File: src/rtl/mem_port_arbiter.sv
// Round-robin arbiter sharing one single-port memory between instruction fetch (IF)
// and load/store (LS). Each transaction runs IDLE -> ISSUE -> [WAIT] -> RESP, with
// every output driven straight from a register.
module mem_port_arbiter #(
    parameter int AW      = 16,
    parameter int DW      = 16,
    parameter int MEM_LAT = 1    // legal range 1..4
) (
    input  logic          clk,
    input  logic          rst,
    input  logic          if_req,
    input  logic [AW-1:0] if_addr,
    output logic          if_ack,
    output logic [DW-1:0] if_rdata,
    input  logic          ls_req,
    input  logic          ls_we,
    input  logic [AW-1:0] ls_addr,
    input  logic [DW-1:0] ls_wdata,
    output logic          ls_ack,
    output logic [DW-1:0] ls_rdata,
    output logic          mem_en,
    output logic          mem_we,
    output logic [AW-1:0] mem_addr,
    output logic [DW-1:0] mem_wdata,
    input  logic [DW-1:0] mem_rdata,
    output logic          busy,
    output logic          grant_ls
);

    localparam int CW = 3;

    typedef enum logic [1:0] {StIdle, StIssue, StWait, StResp} state_t;

    state_t          r_state;
    logic            r_prio_ls;    // 1: LS wins the next tie
    logic            r_op_we;      // store flag, kept after mem_we drops
    logic [CW-1:0]   r_cnt;
    logic            r_if_ack;
    logic            r_ls_ack;
    logic [DW-1:0]   r_if_rdata;
    logic [DW-1:0]   r_ls_rdata;
    logic            r_mem_en;
    logic            r_mem_we;
    logic [AW-1:0]   r_mem_addr;
    logic [DW-1:0]   r_mem_wdata;
    logic            r_busy;
    logic            r_grant_ls;

    logic            w_any_req;
    logic            w_pick_ls;
    logic            w_pick_we;

    // Pick the winner in IDLE: a lone requester, else whoever the pointer favours.
    always_comb begin
        w_any_req = if_req | ls_req;
        w_pick_ls = ls_req & (~if_req | r_prio_ls);
        w_pick_we = w_pick_ls & ls_we;
    end

    // Transaction sequencer; strobes and acks default low so each lasts one cycle.
    always_ff @(posedge clk or posedge rst) begin
        if (rst) begin
            r_state     <= StIdle;
            r_prio_ls   <= 1'b1;
            r_op_we     <= 1'b0;
            r_cnt       <= '0;
            r_if_ack    <= 1'b0;
            r_ls_ack    <= 1'b0;
            r_if_rdata  <= '0;
            r_ls_rdata  <= '0;
            r_mem_en    <= 1'b0;
            r_mem_we    <= 1'b0;
            r_mem_addr  <= '0;
            r_mem_wdata <= '0;
            r_busy      <= 1'b0;
            r_grant_ls  <= 1'b0;
        end else begin
            r_mem_en <= 1'b0;
            r_mem_we <= 1'b0;
            r_if_ack <= 1'b0;
            r_ls_ack <= 1'b0;
            unique case (r_state)
                StIdle: begin
                    if (w_any_req) begin
                        r_grant_ls  <= w_pick_ls;
                        r_prio_ls   <= ~w_pick_ls;
                        r_mem_addr  <= w_pick_ls ? ls_addr : if_addr;
                        r_mem_wdata <= w_pick_ls ? ls_wdata : '0;
                        r_op_we     <= w_pick_we;
                        r_mem_we    <= w_pick_we;
                        r_mem_en    <= 1'b1;
                        r_busy      <= 1'b1;
                        r_state     <= StIssue;
                    end
                end
                StIssue: begin
                    if (r_op_we) begin
                        // Stores need no read data: acknowledge right away.
                        if (r_grant_ls) r_ls_ack <= 1'b1;
                        else            r_if_ack <= 1'b1;
                        r_state <= StResp;
                    end else begin
                        r_cnt   <= CW'(MEM_LAT - 1);
                        r_state <= StWait;
                    end
                end
                StWait: begin
                    if (r_cnt == '0) begin
                        if (r_grant_ls) begin
                            r_ls_rdata <= mem_rdata;
                            r_ls_ack   <= 1'b1;
                        end else begin
                            r_if_rdata <= mem_rdata;
                            r_if_ack   <= 1'b1;
                        end
                        r_state <= StResp;
                    end else begin
                        r_cnt <= r_cnt - 1'b1;
                    end
                end
                StResp: begin
                    r_busy  <= 1'b0;
                    r_state <= StIdle;
                end
                default: r_state <= StIdle;
            endcase
        end
    end

    // Outputs come straight from the registers.
    always_comb begin
        if_ack    = r_if_ack;
        if_rdata  = r_if_rdata;
        ls_ack    = r_ls_ack;
        ls_rdata  = r_ls_rdata;
        mem_en    = r_mem_en;
        mem_we    = r_mem_we;
        mem_addr  = r_mem_addr;
        mem_wdata = r_mem_wdata;
        busy      = r_busy;
        grant_ls  = r_grant_ls;
    end

endmodule
File: config.mk
export PLATFORM = sky130hd
export DESIGN_NAME = mem_port_arbiter
export DESIGN_NICKNAME = d
export VERILOG_FILES = /design/src/rtl/mem_port_arbiter.sv
export SDC_FILE = /design/constraint.sdc
export NUM_CORES = 1
export LEC_CHECK = 0
export ABC_AREA = 1
export CAP_MARGIN = 15
export CORE_MARGIN = 8
export CORE_UTILIZATION = 35
export DETAILED_ROUTE_END_ITERATION = 8
export HOLD_SLACK_MARGIN = 0.1
export PLACE_DENSITY = 0.82
export SLEW_MARGIN = 20
export SYNTH_ARGS = -nofsm -noshare
export SYNTH_HDL_FRONTEND = slang
export SYNTH_SLANG_ARGS = --single-unit
export TNS_END_PERCENT = 30
File: constraint.sdc
create_clock -name clk -period 2.35 [get_ports clk]
set_input_delay 0.235 -clock clk [delete_from_list [all_inputs] [get_ports clk]]
set_output_delay 0.235 -clock clk [all_outputs]
set_load 0.01 [all_outputs]
**After elaboration in Yosys (flattened, before gate mapping)**

Index checks and enable logic that the tools add are counted.
Widths: inputs -> output; s select.

- Reductions and logical operators: 10
- Bitwise operators: 7
- Eq/ne operators: 7
- Muxes and demuxes: 23
- $add $sub $neg: 1

Operators by type and width:

| operator | count |
|---|---|
| $mux 16 | 2 |
| $mux 1 | 12 |
| $reduce_and 3->1 | 3 |
| $ne 2x2->1 const B | 4 |
| $pmux 2 s4 | 1 |
| $mux 3 | 2 |
| $pmux 1 s2 | 3 |
| $pmux 3 s2 | 1 |
| $reduce_and 2->1 | 3 |
| $eq 2x2->1 const B | 2 |
| $mux 2 | 2 |
| $reduce_bool 2->1 | 2 |
| $logic_not 3->1 | 1 |
| $not 1->1 | 3 |
| $sub 3x1->3 const B | 1 |
| $and 1x1->1 | 2 |
| $eq 2x1->1 const B | 1 |
| $logic_not 2->1 | 1 |
| $or 1x1->1 | 2 |

- Input port bits: 69
- Output and inout bits: 70
- Word-level logic and storage cells: 62
- Register bits after elaboration: 77

**Logic depth before layout (Yosys ltp)**

- Word-level depth: 6
- Depth in mapped cells: 8
- Mapped depth without buffers: 8

**Least setup slack after synthesis**

Ideal clock, no wire load.

- Kind: register to register
- Start point: reg r_state[0]
- End point: reg r_grant_ls (netlist: grant_ls)
- Required time: 2,227 ps
- Cell stages (with the launch flop): 8
- Arrival: 1,281 ps
- Setup slack: 946 ps
- Setup time: 123 ps
- Cell sequence: dfrtp_1 -> inv_1 -> ha_1 -> buf_4 -> inv_2 -> nor2_8 -> buf_8 -> o21ai_1

- Word-level cells in the longest chain between the ends: 2

Ends and longest elaborated chain:

| item | RTL line | RTL |
|---|---|---|
| start, declared | 34 | `state_t r_state;` |
| start signal, assigned | 63 | `r_state <= StIdle;` |
| start signal, assigned | 93 | `r_state <= StIssue;` |
| start signal, assigned | 101 | `r_state <= StResp;` |
| $logic_not 2->1 | 82 | `unique case (r_state)` |
| $reduce_and 2->1 (no line) | -- |  |
| end signal, assigned | 85 | `r_grant_ls <= w_pick_ls;` |
| end, declared | 47 | `logic r_grant_ls;` |

No other way between the ends.
A chain may end at the register's enable or synchronous reset.

**Worst setup path after layout**

- Start point: reg r_state[0]
- End point: reg r_ls_rdata[3] (netlist: ls_rdata[3])

- Word-level cells in the longest chain between the ends: 2

Ends and longest elaborated chain:

| item | RTL line | RTL |
|---|---|---|
| $eq 2x2->1 | 82 |  |
| $reduce_and 3->1 (no line) | -- |  |
| end signal, assigned | 110 | `r_ls_rdata <= mem_rdata;` |
| end, declared | 41 | `logic [DW-1:0] r_ls_rdata;` |

No other way between the ends.

==> summary.md <==
| Metric | Value |
|---|---|
| Status | finished clean |
| Clock Path Buffers | 2 |
| RSZ-0062 raised after global routing | no |
| R2R cell count | 6 |
| P&R area growth vs syn | 48.29% |
| Most frequent cell after synthesis | nand2_1 |
| Wire length on met2 | 5268 um |
| Avg Cell Area, Syn | 9.200 sq um |
| Final setup violation count | 0 |
| Power per cell area | 1273 nW/um^2 |
| Vias | 3056 |
| Tcrit/Tclk final | 0.7886 |
| Minimum clock period | 1.853 ns |
| Vias per cell | 4.716 |
| Crit path max fanout | 35 |
| Synth area leader | dfrtp_1 |
| Antenna violations before repair | 0 |
| Top cell type's share of synthesized area | 0.5527 |
| Arrival time worst endpoint | 2.14 ns |
| Max frequency | 539.6 MHz |
| Number of port buffers | 138 |
| Total grt overflow | 0 |
| Crit start category | register |
| Post-Place Worst Slack | 0.5354 ns |
| Crit path capture type | register |
| Synth warn | 0 |
| Number of placed I/O pins | 139 |
| Final Wtd Congestion | 0.7941 |
| Hold Vio Cnt, Final | 0 |
| Largest net degree at the start of global routing | 38 |
| Overall routing resource usage | 0.1515 |
| Share of cells above drive strength 1 | 0.08932 |
| Finished Layout Cells | 648 |
| Worst relative slew slack | 0.5574 |
| # DRC | 0 |
| Mapped Nets | 450 |
| Number of synthesized flops with an enable pin | 0 |
| Fillers | 897 |
| Worst-Skew Late Latency | 0.35 ns |
| DR top layer | met4 |
| DP Wirelength | 7488 um |
| First-pass detailed-route iteration total | 4 |
| Min setup slack post-route | 0.4968 ns |
| ANT nets after route | 0 |
| Wirelength, routed | 10020 um |
| Total negative slack | 0 ns |
| Core outline area | 9639 sq um |
| CTS tree | yes |
| Resized Gates After CTS | 0 |
| WL per Instance | 15.46 um |
| Max Cap Violations | 0 |
| Post-synth top cells | 153 x nand2_1, 76 x dfrtp_1, 31 x o21ai_0 |
| Pleak | 2.355 nW |
| Post-Syn Area | 3441 sq um |
| Die width | 115.2 um |
| DR iter-0 viols | 163 |
| Critical Path RT | 2.64 ns |
| Setup slack, reg-to-reg | 0.50 ns |
| CTS root buf | clkbuf_8 |
| Synthesized netlist cell count | 374 |
| CTS buffer count | 9 |
| Die height | 115.2 um |
| Die area | 13260 sq um |
| Design area | 5102 sq um |
| First-pass GRT wire length | 15820 um |
| Critical path class | reg2reg |
| Peak VDD IR | 0.5253 mV |
| CTS clk-pin slew, worst paths | 0.08 ns |
| Inst Count DP | 632 |
| Final number of max-transition violations | 0 |
| Worst Skew | 0.006710 ns |
| Ant. Diodes | 0 |
| # rows | 36 |
| Flops & latches, synth | 77 |
| Routed length on met1 | 3944 um |
| Fin Hold WS | 0.2815 ns |
| Vias in the first global route | 3209 |
| Hold_buf cts | 0 |
| Synth unique cells | 28 |
| Worst r2r dst | ls_rdata[3] |
| CTS H-Tree Depth | 3 |
| Synth area leaders | dfrtp_1 55%, nand2_1 17%, o21ai_0 4.5%, nand3_1 3.6%, nand4_1 2.9% |
| Worst Max-Slew Pin Slew | 0.6631 ns |
| Starting Density | 0.3570 |
| Nets | 586 |
| Post-Place Cell Area | 4903 sq um |
| Hold crit path type | in2async |
| Async SR Flop Fraction | 1.000 |
| Post-CTS Setup Inserts | 0 |
| R2R Path Start | r_state[0] |
| Prevailing post-synth register cell | dfrtp_1 |
| Sequential area share after synthesis | 0.5604 |
| Met3 Routed Length | 688 um |
| CTS Sinks | 77 |
## through the flow
stage / power, W / util
6_report: 0.006495 / 0.5293
5_1_grt: 0.006963 / 0.5293
4_1_cts: 0.006590 / 0.5293
3_5_place_dp: 0.005561 / 0.5087
3_3_place_gp: 0.005431 / 0.5087
2_1_floorplan: 0.003916 / -
## worst max-delay path, stage by stage, from the launching register on
cell	delay (ns)
dfrtp_1	0.43
inv_1	0.14
ha_1	0.26
nand3_4	0.32
nor2_4	0.42
nand2_1	0.11
nand2_1	0.09
## cells by family after synthesis
logic type | after synthesis | share of synthesized area
fa+ha+maj | 7 | 0.02545
buf+inv | 34 | 0.05818
flops | 77 | 0.5604
simple gates | 217 | 0.2931
compound gates | 38 | 0.06037
xor+xnor | 1 | 0.002546
## where the power goes
part	total, W	switching (W)	internal, W
clock	0.00101	0.000489	0.000518
combinational	0.00317	0.00163	0.00154
sequential	0.00232	0.000367	0.00195
## layer usage
layer,up-vias,global-route usage
met5,-,0
met4,0,0.03765
met3,13,0.05410
met2,89,0.2744
met1,1475,0.1641
li1,1479,-
## worst max path at each step
stage	startpoint	end	slack [ns]	depth (start not counted)
after floorplan	rst	busy	0.15	1
after global placement	r_state[0]	ls_rdata[9]	0.61	6
after detailed placement	r_state[0]	ls_rdata[9]	0.54	6
after CTS	r_state[0]	ls_rdata[3]	0.49	6
after global routing	r_state[0]	ls_rdata[7]	0.34	6
final	r_state[0]	ls_rdata[3]	0.50	6
## layout by cell type, fill, tap and decap left out, drive strengths merged
cell,Yosys,layout
a21oi,1,1
dfstp,1,1
nand2,155,155
clkdlybuf4s50,0,138
nor2,10,10
nand3b,1,1
xor2,1,1
o21ai,36,36
nand3,35,35
inv,15,15
o21a,1,1
buf,16,6
clkbuf,3,10
nand4,16,16
ha,7,7
clkinvlp,0,1
clkinv,0,4
bufinv,0,1
dfrtp,76,76
## state kept, by name (all words and copies together) (netlist names)
register / cells
r_prio_ls: 1
grant_ls: 1
busy: 1
r_state: 2
r_cnt: 3
ls_rdata: 16
r_op_we: 1
if_ack: 1
mem_wdata: 16
mem_addr: 16
if_rdata: 16
mem_we: 1
ls_ack: 1
mem_en: 1
## layout make-up
class / count / area [sq um] / share of cell area
Sequential cell: 77 / 1928 / 0.3779
Tap cell: 133 / 166.4 / 0.03261
Clock buffer: 10 / 137.6 / 0.02697
Inverter: 15 / 57.56 / 0.01128
Timing Repair Buffer: 144 / 1439 / 0.2820
Multi-Input combinational cell: 263 / 1313 / 0.2572
Clock inverter: 6 / 61.31 / 0.01202
Power figures use the tool's default switching activity.
